### config.mk
export PLATFORM = sky130hd
export DESIGN_NAME = dpsram_pingpong_ctrl_flat
export DESIGN_NICKNAME = d
export VERILOG_FILES = /design/src/rtl/dpsram_pingpong_ctrl_pkg.sv /design/src/rtl/dpsram_pingpong_ctrl_if.sv /design/src/rtl/dpsram_pingpong_ctrl_pp_out_fifo.sv /design/src/rtl/dpsram_pingpong_ctrl.sv /design/src/flat_wrapper.sv
export SDC_FILE = /design/constraint.sdc
export NUM_CORES = 1
export LEC_CHECK = 0
export ABC_CLOCK_PERIOD_IN_PS = 6250
export CORE_MARGIN = 3
export CORE_UTILIZATION = 48
export CTS_CLUSTER_DIAMETER = 40
export DETAILED_ROUTE_END_ITERATION = 10
export PLACE_DENSITY = 0.87
export SLEW_MARGIN = 10
export SYNTH_ARGS = -nofsm -noshare
export SYNTH_HDL_FRONTEND = slang
export SYNTH_SLANG_ARGS = --single-unit
### constraint.sdc
create_clock -name clk -period 6.25 [get_ports clk]
set_input_delay 1.25 -clock clk [delete_from_list [all_inputs] [get_ports clk]]
set_output_delay 1.25 -clock clk [all_outputs]
set_load 0.005 [all_outputs]
### src/rtl/dpsram_pingpong_ctrl_pkg.sv
// Shared types and defaults for the ping-pong DPSRAM controller.
// Latency: n/a (declarations only).
// Backpressure: n/a.
package dpsram_pingpong_ctrl_pkg;

    localparam int DEF_ADDR_W = 10;
    localparam int DEF_DATA_W = 64;
    localparam int BANK_WORDS = 1 << (DEF_ADDR_W - 1);

    typedef enum logic [1:0] {
        BANK_EMPTY    = 2'd0,
        BANK_FILLING  = 2'd1,
        BANK_FULL     = 2'd2,
        BANK_DRAINING = 2'd3
    } bank_st_e;

    // A bank can take write data until it has been closed.
    function automatic logic bank_writable(input bank_st_e st);
        return (st == BANK_EMPTY) || (st == BANK_FILLING);
    endfunction

endpackage

### src/rtl/dpsram_pingpong_ctrl_if.sv
// Bundles the write stream, read stream and both DPSRAM ports of the controller.
// Latency: n/a (wiring only).
// Backpressure: wr_ready / rd_ready handshakes carried as plain signals.
interface dpsram_pingpong_ctrl_if
    import dpsram_pingpong_ctrl_pkg::*;
#(
    parameter int ADDR_W = DEF_ADDR_W,
    parameter int DATA_W = DEF_DATA_W
) ();

    logic                  wr_valid;
    logic [DATA_W-1:0]     wr_data;
    logic                  wr_last;
    logic                  wr_ready;

    logic                  rd_valid;
    logic [DATA_W-1:0]     rd_data;
    logic                  rd_last;
    logic                  rd_ready;

    logic [ADDR_W-1:0]     a_addr;
    logic [DATA_W-1:0]     a_din;
    logic                  a_wen;
    logic [DATA_W/8-1:0]   a_wbyte_en;

    logic [ADDR_W-1:0]     b_addr;
    logic                  b_wen;
    logic [DATA_W-1:0]     b_din;
    logic [DATA_W/8-1:0]   b_wbyte_en;
    logic [DATA_W-1:0]     b_dout;

    logic                  bank_ovf;

    modport master (
        input  wr_valid, wr_data, wr_last, rd_ready, b_dout,
        output wr_ready, rd_valid, rd_data, rd_last,
               a_addr, a_din, a_wen, a_wbyte_en,
               b_addr, b_wen, b_din, b_wbyte_en, bank_ovf
    );

    modport slave (
        output wr_valid, wr_data, wr_last, rd_ready, b_dout,
        input  wr_ready, rd_valid, rd_data, rd_last,
               a_addr, a_din, a_wen, a_wbyte_en,
               b_addr, b_wen, b_din, b_wbyte_en, bank_ovf
    );

endinterface

### src/rtl/dpsram_pingpong_ctrl_pp_out_fifo.sv
// Two-entry output FIFO holding {last, data} words read back from the DPSRAM.
// Latency: a pushed word is visible at the head on the following cycle.
// Backpressure: pop side is valid/ready; the producer must keep level + in-flight words within 2.
module pp_out_fifo #(
    parameter int W = 65
) (
    input  logic         clk,
    input  logic         rst,
    input  logic         push_vld,
    input  logic [W-1:0] push_dat,
    output logic         pop_vld,
    input  logic         pop_rdy,
    output logic [W-1:0] pop_dat,
    output logic [1:0]   level
);

    logic [W-1:0] mem [2];
    logic         wr_ptr;
    logic         rd_ptr;
    logic [1:0]   cnt;
    logic         push;
    logic         pop;

    assign push    = push_vld && (cnt != 2'd2);
    assign pop     = pop_vld && pop_rdy;
    assign pop_vld = (cnt != 2'd0);
    assign pop_dat = mem[rd_ptr];
    assign level   = cnt;

    // Storage and pointers; reset clears contents so the head reads as zero.
    always_ff @(posedge clk) begin
        if (rst) begin
            mem[0] <= '0;
            mem[1] <= '0;
            wr_ptr <= 1'b0;
            rd_ptr <= 1'b0;
            cnt    <= 2'd0;
        end else begin
            if (push) begin
                mem[wr_ptr] <= push_dat;
                wr_ptr      <= ~wr_ptr;
            end
            if (pop) begin
                rd_ptr <= ~rd_ptr;
            end
            cnt <= cnt + {1'b0, push} - {1'b0, pop};
        end
    end

endmodule

### src/rtl/dpsram_pingpong_ctrl.sv
// Ping-pong bank controller: fills one DPSRAM half via port A while draining the other via port B.
// Latency: first read word valid 2 cycles after a bank closes; 1 word/cycle sustained.
// Backpressure: wr_ready drops while the write bank is busy (word dropped, bank_ovf); reads stall on FIFO credit.
module dpsram_pingpong_ctrl
    import dpsram_pingpong_ctrl_pkg::*;
#(
    parameter int ADDR_W = DEF_ADDR_W,
    parameter int DATA_W = DEF_DATA_W
) (
    input  logic                   clk,
    input  logic                   rst,
    dpsram_pingpong_ctrl_if.master bus
);

    localparam int              PTR_W   = ADDR_W - 1;
    localparam logic [PTR_W-1:0] PTR_MAX = '1;

    bank_st_e          bank_st     [2];
    bank_st_e          bank_st_nxt [2];
    logic [ADDR_W-1:0] bank_cnt     [2];
    logic [ADDR_W-1:0] bank_cnt_nxt [2];
    logic [PTR_W-1:0]  wptr, wptr_nxt;
    logic [PTR_W-1:0]  rptr, rptr_nxt;
    logic              wbank, wbank_nxt;
    logic              rbank, rbank_nxt;
    logic              rd_inflight;
    logic              rd_inflight_last;

    logic              wr_rdy;
    logic              wr_hs;
    logic              wr_close;
    logic              rd_select;
    logic              rd_issue;
    logic              rd_issue_last;
    logic              fifo_pop;
    logic [1:0]        fifo_level;
    logic [1:0]        fifo_occ;
    logic [DATA_W:0]   fifo_dat;

    // Bank states, pointers and the one-deep read-in-flight tracker.
    always_ff @(posedge clk) begin
        if (rst) begin
            bank_st[0]       <= BANK_EMPTY;
            bank_st[1]       <= BANK_EMPTY;
            bank_cnt[0]      <= '0;
            bank_cnt[1]      <= '0;
            wptr             <= '0;
            rptr             <= '0;
            wbank            <= 1'b0;
            rbank            <= 1'b0;
            rd_inflight      <= 1'b0;
            rd_inflight_last <= 1'b0;
        end else begin
            bank_st          <= bank_st_nxt;
            bank_cnt         <= bank_cnt_nxt;
            wptr             <= wptr_nxt;
            rptr             <= rptr_nxt;
            wbank            <= wbank_nxt;
            rbank            <= rbank_nxt;
            rd_inflight      <= rd_issue;
            rd_inflight_last <= rd_issue && rd_issue_last;
        end
    end

    // Next-state: write side and read side always touch different banks, so both apply.
    always_comb begin
        bank_st_nxt  = bank_st;
        bank_cnt_nxt = bank_cnt;
        wptr_nxt     = wptr;
        wbank_nxt    = wbank;
        rptr_nxt     = rptr;
        rbank_nxt    = rbank;
        if (wr_hs) begin
            if (wr_close) begin
                bank_st_nxt[wbank]  = BANK_FULL;
                bank_cnt_nxt[wbank] = {1'b0, wptr} + ADDR_W'(1);
                wptr_nxt            = '0;
                wbank_nxt           = ~wbank;
            end else begin
                bank_st_nxt[wbank]  = BANK_FILLING;
                wptr_nxt            = wptr + PTR_W'(1);
            end
        end
        if (rd_select) begin
            bank_st_nxt[rbank] = BANK_DRAINING;
        end
        // The bank is released once its last read is issued; the FIFO carries the tail.
        if (rd_issue) begin
            if (rd_issue_last) begin
                bank_st_nxt[rbank] = BANK_EMPTY;
                rptr_nxt           = '0;
                rbank_nxt          = ~rbank;
            end else begin
                rptr_nxt           = rptr + PTR_W'(1);
            end
        end
    end

    // Handshake decisions and port drive; a FULL read bank is selected and issued in one cycle.
    always_comb begin
        wr_rdy        = bank_writable(bank_st[wbank]);
        wr_hs         = bus.wr_valid && wr_rdy;
        wr_close      = wr_hs && (bus.wr_last || (wptr == PTR_MAX));
        rd_select     = (bank_st[rbank] == BANK_FULL);
        fifo_pop      = bus.rd_valid && bus.rd_ready;
        fifo_occ      = fifo_level + {1'b0, rd_inflight} - {1'b0, fifo_pop};
        rd_issue      = (rd_select || (bank_st[rbank] == BANK_DRAINING)) && (fifo_occ < 2'd2);
        rd_issue_last = ({1'b0, rptr} == (bank_cnt[rbank] - ADDR_W'(1)));

        bus.wr_ready   = wr_rdy;
        bus.bank_ovf   = bus.wr_valid && !wr_rdy;
        bus.a_wen      = wr_hs;
        bus.a_wbyte_en = wr_hs ? '1 : '0;
        bus.a_din      = bus.wr_data;
        bus.a_addr     = {wbank, wptr};
        bus.b_addr     = {rbank, rptr};
        bus.b_wen      = 1'b0;
        bus.b_din      = '0;
        bus.b_wbyte_en = '0;
        bus.rd_data    = fifo_dat[DATA_W-1:0];
        bus.rd_last    = fifo_dat[DATA_W];
    end

    pp_out_fifo #(
        .W (DATA_W + 1)
    ) u_out_fifo (
        .clk      (clk),
        .rst      (rst),
        .push_vld (rd_inflight),
        .push_dat ({rd_inflight_last, bus.b_dout}),
        .pop_vld  (bus.rd_valid),
        .pop_rdy  (bus.rd_ready),
        .pop_dat  (fifo_dat),
        .level    (fifo_level)
    );

endmodule

### src/flat_wrapper.sv
// flat-port wrapper written by rule: the top's interface ports become plain ports
module dpsram_pingpong_ctrl_flat import dpsram_pingpong_ctrl_pkg::*;
#(
    parameter int ADDR_W = DEF_ADDR_W,
    parameter int DATA_W = DEF_DATA_W
)
  (clk, rst, bus_wr_valid, bus_wr_data, bus_wr_last, bus_rd_ready, bus_b_dout, bus_wr_ready, bus_rd_valid, bus_rd_data, bus_rd_last, bus_a_addr, bus_a_din, bus_a_wen, bus_a_wbyte_en, bus_b_addr, bus_b_wen, bus_b_din, bus_b_wbyte_en, bus_bank_ovf);
  dpsram_pingpong_ctrl_if #(.ADDR_W(ADDR_W), .DATA_W(DATA_W)) bus_i ();
  input  logic clk;
  input  logic rst;
  input wire logic [$bits(bus_i.wr_valid)-1:0] bus_wr_valid;
  input wire logic [$bits(bus_i.wr_data)-1:0] bus_wr_data;
  input wire logic [$bits(bus_i.wr_last)-1:0] bus_wr_last;
  input wire logic [$bits(bus_i.rd_ready)-1:0] bus_rd_ready;
  input wire logic [$bits(bus_i.b_dout)-1:0] bus_b_dout;
  output wire logic [$bits(bus_i.wr_ready)-1:0] bus_wr_ready;
  output wire logic [$bits(bus_i.rd_valid)-1:0] bus_rd_valid;
  output wire logic [$bits(bus_i.rd_data)-1:0] bus_rd_data;
  output wire logic [$bits(bus_i.rd_last)-1:0] bus_rd_last;
  output wire logic [$bits(bus_i.a_addr)-1:0] bus_a_addr;
  output wire logic [$bits(bus_i.a_din)-1:0] bus_a_din;
  output wire logic [$bits(bus_i.a_wen)-1:0] bus_a_wen;
  output wire logic [$bits(bus_i.a_wbyte_en)-1:0] bus_a_wbyte_en;
  output wire logic [$bits(bus_i.b_addr)-1:0] bus_b_addr;
  output wire logic [$bits(bus_i.b_wen)-1:0] bus_b_wen;
  output wire logic [$bits(bus_i.b_din)-1:0] bus_b_din;
  output wire logic [$bits(bus_i.b_wbyte_en)-1:0] bus_b_wbyte_en;
  output wire logic [$bits(bus_i.bank_ovf)-1:0] bus_bank_ovf;
  assign bus_i.wr_valid = bus_wr_valid;
  assign bus_i.wr_data = bus_wr_data;
  assign bus_i.wr_last = bus_wr_last;
  assign bus_i.rd_ready = bus_rd_ready;
  assign bus_i.b_dout = bus_b_dout;
  assign bus_wr_ready = bus_i.wr_ready;
  assign bus_rd_valid = bus_i.rd_valid;
  assign bus_rd_data = bus_i.rd_data;
  assign bus_rd_last = bus_i.rd_last;
  assign bus_a_addr = bus_i.a_addr;
  assign bus_a_din = bus_i.a_din;
  assign bus_a_wen = bus_i.a_wen;
  assign bus_a_wbyte_en = bus_i.a_wbyte_en;
  assign bus_b_addr = bus_i.b_addr;
  assign bus_b_wen = bus_i.b_wen;
  assign bus_b_din = bus_i.b_din;
  assign bus_b_wbyte_en = bus_i.b_wbyte_en;
  assign bus_bank_ovf = bus_i.bank_ovf;
  dpsram_pingpong_ctrl #(.ADDR_W(ADDR_W), .DATA_W(DATA_W)) u_core (.clk(clk), .rst(rst), .bus(bus_i));
endmodule
* After elaboration in Yosys (flattened, before gate mapping)
Memories as Yosys holds them, arrays and structs flattened. A register that Yosys moved wholly into a read port is not among the register bits. Cells that the tools add are included.
Storage, ports and cells: flip-flop bits (word level) 50, memory bits (writable) 130, input port bits 133, output and inout bits 234, memories kept 1
Cells by class: add/sub/neg operators 8, order comparisons 5, eq/ne operators 6, muxes and demuxes 34, bitwise logic cells 15, reduce and logical (&&, ||, !) cells 18
Memory list:
- u_core.u_out_fifo.mem | words 2, bits a word 65, read ports 1, clocked after Yosys merged registers in 1, wr ports 2, RTL line dpsram_pingpong_ctrl_pp_out_fifo.sv:17 | logic [W-1:0] mem [2];
Operators by type and width (number):
- two-way mux 65 bit | 1
- OR reduction 65 bit | 1
- two-way mux 10 bit | 4
- bitwise mux 20 bit | 1
- two-way mux 4 bit | 5
- adder 9 x 1 -> 9 bit, second input constant | 2
- two-way mux 9 bit | 2
- two-way mux 2 bit | 8
- adder 9 x 1 -> 10 bit, second input constant | 1
- demux 10 bit (select 1 bit) | 1
- == test 9 x 10 -> 1 bit | 1
- subtractor 10 x 1 -> 10 bit, second input constant | 1
- == test 9 bit, second input constant | 1
- logical AND 1 bit | 9
- two-way mux 1 bit | 9
- two-way mux 8 bit | 1
- adder 2 x 1 -> 2 bit | 2
- AND 2 bit | 2
- AND 4 bit | 1
- demux 2 bit (select 1 bit) | 2
- == test 2 bit, second input constant | 2
- greater-or-equal comparator 2 bit, second input constant | 2
- < comparator 2 x 1 -> 1 bit, second input constant | 2
- NOT 1 bit | 4
- other kinds (14) | 21

* Logic depth before layout (Yosys ltp)
Gate-level depths: netlist of run 1.
word-level depth 15, gate-level depth with buffers 12, gate-level depth less buffers 11

* Hierarchy
A second synthesis of run 1 with hierarchy kept.
Unflattened totals: cell total of the unflattened synthesis 872, area, all modules 9400.3 um^2
Modules (own cells, without submodules):
- pp_out_fifo | instances 1, cells an instance 445, area an instance 5982.0 um^2
- dpsram_pingpong_ctrl | instances 1, cells an instance 427, area an instance 3418.3 um^2

* Worst setup path before layout of run 1
OpenSTA, ideal clock, no wires.
path type register to register, start point register u_core.u_out_fifo.cnt[1] (netlist: u_core.u_out_fifo.level[1]), end point memory u_core.u_out_fifo.mem[0][0] (enable), arrival 3.582 ns, data required time 5.748 ns, setup slack 2.166 ns, stages on the path, launching flop included 4, buffers on the path 0, path through dfxtp_1 -> inv_1 -> o21ai_1 -> o21bai_1
RTL lines:
- start: declaration | RTL line dpsram_pingpong_ctrl_pp_out_fifo.sv:20 | logic [1:0] cnt;
- start signal: assignment | RTL line dpsram_pingpong_ctrl_pp_out_fifo.sv:46 | cnt <= cnt + {1'b0, push} - {1'b0, pop};
- end: declaration | RTL line dpsram_pingpong_ctrl_pp_out_fifo.sv:17

* Worst setup path after layout of run 1
start point input bus_wr_valid, end point output bus_a_wbyte_en[1]
On the way: cells in the longest elaborated chain, start to end 2
Ends and longest elaborated chain:
- start: declaration | RTL line flat_wrapper.sv:11 | input wire logic [$bits(bus_i.wr_valid)-1:0] bus_wr_valid;
- logical AND 1 bit | RTL line dpsram_pingpong_ctrl.sv:102 | wr_hs = bus.wr_valid && wr_rdy;
- two-way mux 8 bit | RTL line dpsram_pingpong_ctrl.sv:113 | bus.a_wbyte_en = wr_hs ? '1 : '0;
- end: declaration | RTL line flat_wrapper.sv:23 | output wire logic [$bits(bus_i.a_wbyte_en)-1:0] bus_a_wbyte_en;
Every way passes these cells.

==> results.ini, run 1 <==
[outcome]
status = complete, no violations

[drt]
ant_nets = 0
drc_errors = 0
wl_per_cell_um = 16.87
drt_pass1_iterations = 5
num_vias = 5706
wl_um = 19320
vias_per_cell = 4.983
drt_iter0_drc = 368

[clock_tree]
clockBufferDepth = 2
cts.sinks = 179
clkTransAtPathRegs_ps = 70
clock_latency_ps = 420
h-tree-depth = 4
post_cts_buffers = 0
cts_tree = yes
cts_resized = 0
postCtsHoldBufs = 0
cts_inserted_buffers = 17
cts-root-buf = clkbuf_16

[placement]
gp_congestion = 0.8813
dp.cells = 1112
dp_hpwl_um = 12950
io_buffer_count = 165
placed_area_sq_mm = 0.01034

[worst_setup_path]
required_ps = 5000
slowest_delay_ps = 550
crit_family = buffers and inverters
crit_path_top_delay_cell = clkdlybuf4s50_1
start_kind = input pin
crit_buf_inv = 3
critPathKind = in -> out
crit_fanout = 16
cp-end-kind = output port
path_cells = clkdlybuf4s50_1 -> nand2_1 -> inv_2 -> clkdlybuf4s50_1
crit_arrival_ps = 2750
crit_top_cell = clkdlybuf4s50_1

[finish]
final_util_pct = 58.04
area_growth_pct = 17.85
final_layout_size_suffix_gt1_share_pct = 15.16
fin_cells = 1145
fin_nets = 1011
post-route-cell-area_sq_mm = 0.01093

[global_route]
antenna_found_initial = 1
grt_pass1_wl_um = 30220
grt_max_degree = 67
grt_pass1_vias = 5657
track_usage_pct = 17.82
grt_overflow = 0

[logic_synthesis]
synthFlopType = edfxtp_1
ys_ff_latch = 179
ys_warn_count = 0
syn_area_per_cell_sq_um = 11.77
syn_area_sq_mm = 0.009274
synth_cell_types = 55
synth_edf_count = 130
seq_area_frac_synth_pct = 52.67
netlist_instances = 788
async_flop_share_pct = 0

[timing]
hold_violations = 0
slew_viol_final = 0
skew_ps = 11.50
fin_crit_sh_pct = 63.99
worst_hold_slack_ps = 502.9
worst_slew_pin_slew_ps = 896.2
report.final.setup_viol = 0
final.min_clock_period_ps = 4000
fmax_mhz = 250.0
relSlewSlack_pct = 40.25
rsz0062_at_grt = false
setup_tns_ps = 0

[min_path]
hold_path.class = reg -> reg

[power_and_ir_drop]
leakage_uw = 0.004085
p_per_area_mw_per_mm2 = 287.6
peakVddDrop_mv = 0.1948

[floorplanning]
fp.coreArea_sq_mm = 0.01883
start_util_pct = 49.25
die_h_um = 145
die_area_sq_mm = 0.02103
rows = 50
pin_count = 367
die_w_um = 145

[run]
maxCapViolations = 0

-- state kept, by name, indices dropped and copies added (netlist names), named ones only --
signal,flops
u_core.wbank,1
u_core.u_out_fifo.level,2
u_core.rd_inflight,1
u_core.bank_st,2
u_core.u_out_fifo.mem,130
u_core.rptr,9
u_core.bank_cnt,20
u_core.rd_inflight_last,1
u_core.u_out_fifo.wr_ptr,1
u_core.rbank,1
u_core.wptr,9
u_core.u_out_fifo.rd_ptr,1
-- path summary, 6_finish.rpt --
| kind | start | endpoint | slack [ps] | cells after the start |
|---|---|---|---|---|
| setup / recovery | bus_wr_valid | bus_a_wbyte_en[1] | 2250 | 4 |
| hold / removal | u_core.bank_cnt[19] | u_core.bank_cnt[19] | 500 | 2 |
| setup reg to reg | u_core.u_out_fifo.level[1] | u_core.u_out_fifo.mem[1][16] | 3290 | 6 |
| hold reg to reg | u_core.bank_cnt[19] | u_core.bank_cnt[19] | 500 | 2 |
-- layout make-up --
class / instances / area (sq um)
fill: 1489 / 7901
inverter: 7 / 26.28
timing repair buffer: 174 / 1714
clock buffer: 18 / 429.2
tap: 260 / 325.3
antenna: 1 / 2.502
clock inverter: 14 / 161.4
sequential: 179 / 4886
multi-input combinational: 492 / 3385
-- worst register-to-register path: cells and delay by family (launching register included) --
kind                   cells  cell delay [ps]
buffers and inverters      3             1200
AOI/OAI and AO/OA          1              220
DFF                        1              340
and+or+nand+nor            2              810
-- synth_stat cells, types with 4 or more instances --
master / instances / share of area (%)
and2_1: 131 / 8.8
nor3_1: 11 / 0.59
nand3_1: 7 / 0.38
nor2_1: 53 / 2.1
nor3_2: 4 / 0.43
nand4_1: 4 / 0.27
o21ai_0: 5 / 0.27
buf_4: 148 / 12
inv_1: 6 / 0.24
and3_1: 7 / 0.47
a211oi_1: 13 / 1.1
clkbuf_1: 29 / 1.2
ha_1: 7 / 0.94
edfxtp_1: 130 / 42
mux2i_1: 16 / 1.7
or2_2: 4 / 0.27
mux2_2: 67 / 8.1
nand2_1: 10 / 0.40
xor2_1: 7 / 0.66
a21oi_1: 12 / 0.65
nor2b_1: 4 / 0.27
xnor2_1: 20 / 1.9
dfxtp_1: 49 / 11
-- metal layers --
layer	track usage (%)	up-vias	wire length, um
met5	0	-	0
met4	4.561	0	284
met3	7.214	29	1555
met2	28.80	255	9361
met1	22.44	2747	8113
li1	-	2675	-
-- layout by cell type, fill, tap and decap left out, drive strengths merged, types with 2 or more instances in the layout --
| cell | n |
|---|---|
| a211oi | 16 |
| a21oi | 12 |
| a31oi | 2 |
| a32o | 2 |
| and2 | 131 |
| and3 | 8 |
| buf | 10 |
| clkbuf | 18 |
| clkdlybuf4s50 | 164 |
| clkinv | 4 |
| clkinvlp | 2 |
| conb | 73 |
| dfxtp | 49 |
| edfxtp | 130 |
| ha | 7 |
| inv | 14 |
| mux2 | 67 |
| mux2i | 19 |
| nand2 | 10 |
| nand3 | 7 |
| nand3b | 3 |
| nand4 | 4 |
| nor2 | 53 |
| nor2b | 4 |
| nor3 | 15 |
| nor4 | 3 |
| nor4b | 2 |
| o21ai | 6 |
| o21bai | 3 |
| or2 | 4 |
| xnor2 | 21 |
| xor2 | 7 |
-- metrics by stage --
step,total power [uW],setup WS (ps)
after floorplan,1838,2166
after global placement,2110,2293
after detailed placement,2123,2249
after CTS,3174,2216
after global routing,3279,2143
final,3143,2250
-- power by group --
part | internal, uW | total, uW | switching (uW)
clock network | 570 | 1050 | 478
registers | 1350 | 1410 | 61.5
logic | 409 | 680 | 271
-- kinds of logic (layout without fill, tap and decap cells) --
| group | after synthesis | count (layout) | share of synthesized area [%] |
|---|---|---|---|
| compound gates | 48 | 48 | 3.751 |
| xor+xnor | 28 | 28 | 2.725 |
| fa+ha+maj | 7 | 7 | 0.9444 |
| buf+inv | 189 | 213 | 13.98 |
| flops | 179 | 179 | 52.67 |
| mux | 86 | 86 | 10.40 |
| other cells | 1 | 74 | 0.04044 |
| simple gates | 250 | 250 | 15.49 |
(Power assumes the default switching activity.)
==> run 2: changes to the inputs <==
--- a/config.mk
+++ b/config.mk
@@ -5,12 +5,12 @@
 export SDC_FILE = /design/constraint.sdc
 export NUM_CORES = 1
 export LEC_CHECK = 0
-export ABC_CLOCK_PERIOD_IN_PS = 6250
+export ABC_CLOCK_PERIOD_IN_PS = 3270
 export CORE_MARGIN = 3
-export CORE_UTILIZATION = 48
+export CORE_UTILIZATION = 40
 export CTS_CLUSTER_DIAMETER = 40
 export DETAILED_ROUTE_END_ITERATION = 10
-export PLACE_DENSITY = 0.87
+export PLACE_DENSITY = 0.78
 export SLEW_MARGIN = 10
 export SYNTH_ARGS = -nofsm -noshare
 export SYNTH_HDL_FRONTEND = slang
==> constraint.sdc (replaced) <==
create_clock -name clk -period 3.27 [get_ports clk]
set_input_delay 0.654 -clock clk [delete_from_list [all_inputs] [get_ports clk]]
set_output_delay 0.654 -clock clk [all_outputs]
set_load 0.005 [all_outputs]
==> results.ini, run 2 (synthesis results as in run 1) <==
[floorplanning]
die_area_sq_mm = 0.02505
rows = 55
die_w_um = 158.3
start_util_pct = 40.84
die_h_um = 158.3
pin_count = 367
fp.coreArea_sq_mm = 0.02271

[min_path]
hold-path-cell-count = 2
hold-path-endpoint = u_core.u_out_fifo.wr_ptr
hold_path.class = in -> reg
min_from = rst

[worst_setup_path]
critPathKind = reg -> out
crit_path_top_delay_cell = dfxtp_4
start_kind = flip-flop
crit_fanout = 39
r2r_cells = 8
cp-end-kind = output port
reg2reg_slack_ps = 660
path_cells = buf_12 -> mux2_2 -> clkdlybuf4s50_1
crit_buf_inv = 2
rr_endpoint = u_core.bank_st[1]
crit_arrival_ps = 2200
required_ps = 2620
crit_family = buffers and inverters
slowest_delay_ps = 610
r2r_start = u_core.rbank

[drt]
drc_errors = 0
drt_pass1_iterations = 4
wl_per_cell_um = 16.39
vias_per_cell = 4.806
ant_nets = 0
drt_iter0_drc = 402
num_vias = 5642
wl_um = 19240

[clock_tree]
cts.sinks = 179
cts_inserted_buffers = 17
post_cts_buffers = 0
h-tree-depth = 4
clockBufferDepth = 2
cts_tree = yes
clkTransAtPathRegs_ps = 70
cts_resized = 0
clock_latency_ps = 430
cts-root-buf = clkbuf_16
postCtsHoldBufs = 0

[power_and_ir_drop]
power.internal_uw = 4427
p_per_area_mw_per_mm2 = 547.1
p_clk_share_pct = 33.6
power.switching_uw = 1621
total_power_uw = 6048
p_sw_share_pct = 26.81
peakVddDrop_mv = 0.2607
pwr-share-comb_pct = 21.8
leakage_uw = 0.004132
seqPwrFrac_pct = 44.6

[placement]
dp_hpwl_um = 13050
dp.cells = 1142
io_buffer_count = 165
gp_congestion = 0.8253

[finish]
antennaDiodeCount = 0
fin_nets = 1016
largest_reg_flops = 130
mostFrequentLayoutCell = clkdlybuf4s50_1
fin_cells = 1174
final_layout_size_suffix_gt1_share_pct = 15.64
final_cell_mix = clkdlybuf4s50_1 (164), and2_1 (131), edfxtp_1 (130)
reg_top3 = u_core.u_out_fifo.mem x130, u_core.bank_cnt x20
area_growth_pct = 19.20
top_register = u_core.u_out_fifo.mem
final_util_pct = 48.68

[global_route]
grt_max_degree = 66
grt_pass1_wl_um = 29010
grt_pass1_vias = 5606
antenna_found_initial = 2
grt_overflow = 0
track_usage_pct = 14.85

[run]
maxCapViolations = 0

[outcome]
status = complete, no violations

[timing]
slew_viol_final = 0
setup_tns_ps = 0
fmax_mhz = 350.0
hold_violations = 0
final.min_clock_period_ps = 2857
worst_hold_slack_ps = 484.5
fin_crit_sh_pct = 87.37
rsz0062_at_grt = false
relSlewSlack_pct = 58.97
worst_slew_pin_slew_ps = 611.3
report.final.setup_viol = 0
skew_ps = 12.64

## run 2: cell count changes in the layout (fill, tap and decap cells not counted), sizes merged
cell,before,now
buf,10,15
clkinv,4,8
clkinvlp,2,0
bufinv,1,0
clkbuf,18,17
diode,1,0
## run 2: metrics by stage
stage	worst slack (ps)	cell area, sq um
after CTS	340.6	11050
after floorplan	568.9	9548
after global placement	470.4	10450
final	413.1	11050
after detailed placement	470.2	10450
after global routing	272.7	11050
## run 2: worst register-to-register path: stages, from the launching register on
cell,delay [ps]
dfxtp_1,500
buf_4,260
nor4b_2,390
o211ai_1,200
xnor2_1,180
a32oi_1,80
a211oi_2,430
and3_4,350
a211oi_2,90
## run 2: worst max-delay path by stage
stage                                     from                     endpoint  slack [ps]  depth (start not counted)
finish                               flip-flop              bus_rd_data[51]         410                          3
global route                      u_core.wbank            bus_a_wbyte_en[7]         270                          4
CTS                                  flip-flop              bus_rd_data[44]         340                          3
detailed placement                bus_wr_valid            bus_a_wbyte_en[7]         470                          4
global placement                  bus_rd_ready               u_core.rptr[7]         470                         10
floorplan           u_core.u_out_fifo.level[1]  u_core.u_out_fifo.mem[0][0]         570                          3
## run 2: power groups by stage
stage	sequential, uW	clock [uW]	combinational, uW
6_report	2700	2030	1320
5_1_grt	2720	2170	1440
2_1_floorplan	2680	0	829
3_3_place_gp	2740	0	1320
4_1_cts	2700	2080	1340
3_5_place_dp	2750	0	1330
## run 2: layout make-up
| cell class | count | area, sq um |
|---|---|---|
| Fill cell | 2046 | 11650 |
| Sequential cell | 179 | 4888 |
| Multi-Input combinational cell | 492 | 3387 |
| Timing Repair Buffer | 179 | 1789 |
| Clock buffer | 17 | 425.4 |
| Tap cell | 285 | 356.6 |
| Clock inverter | 15 | 181.4 |
| Inverter | 7 | 26.28 |
## run 2: layer usage
metal | track usage [%] | vias to the layer above | share of wire, % | wire length [um]
li1 | - | 2678 | - | -
met1 | 18.04 | 2737 | 42 | 8063
met2 | 24.91 | 203 | 50 | 9528
met3 | 5.219 | 20 | 7.3 | 1411
met4 | 4.629 | 4 | 1.1 | 206
met5 | 0 | - | 0.18 | 34
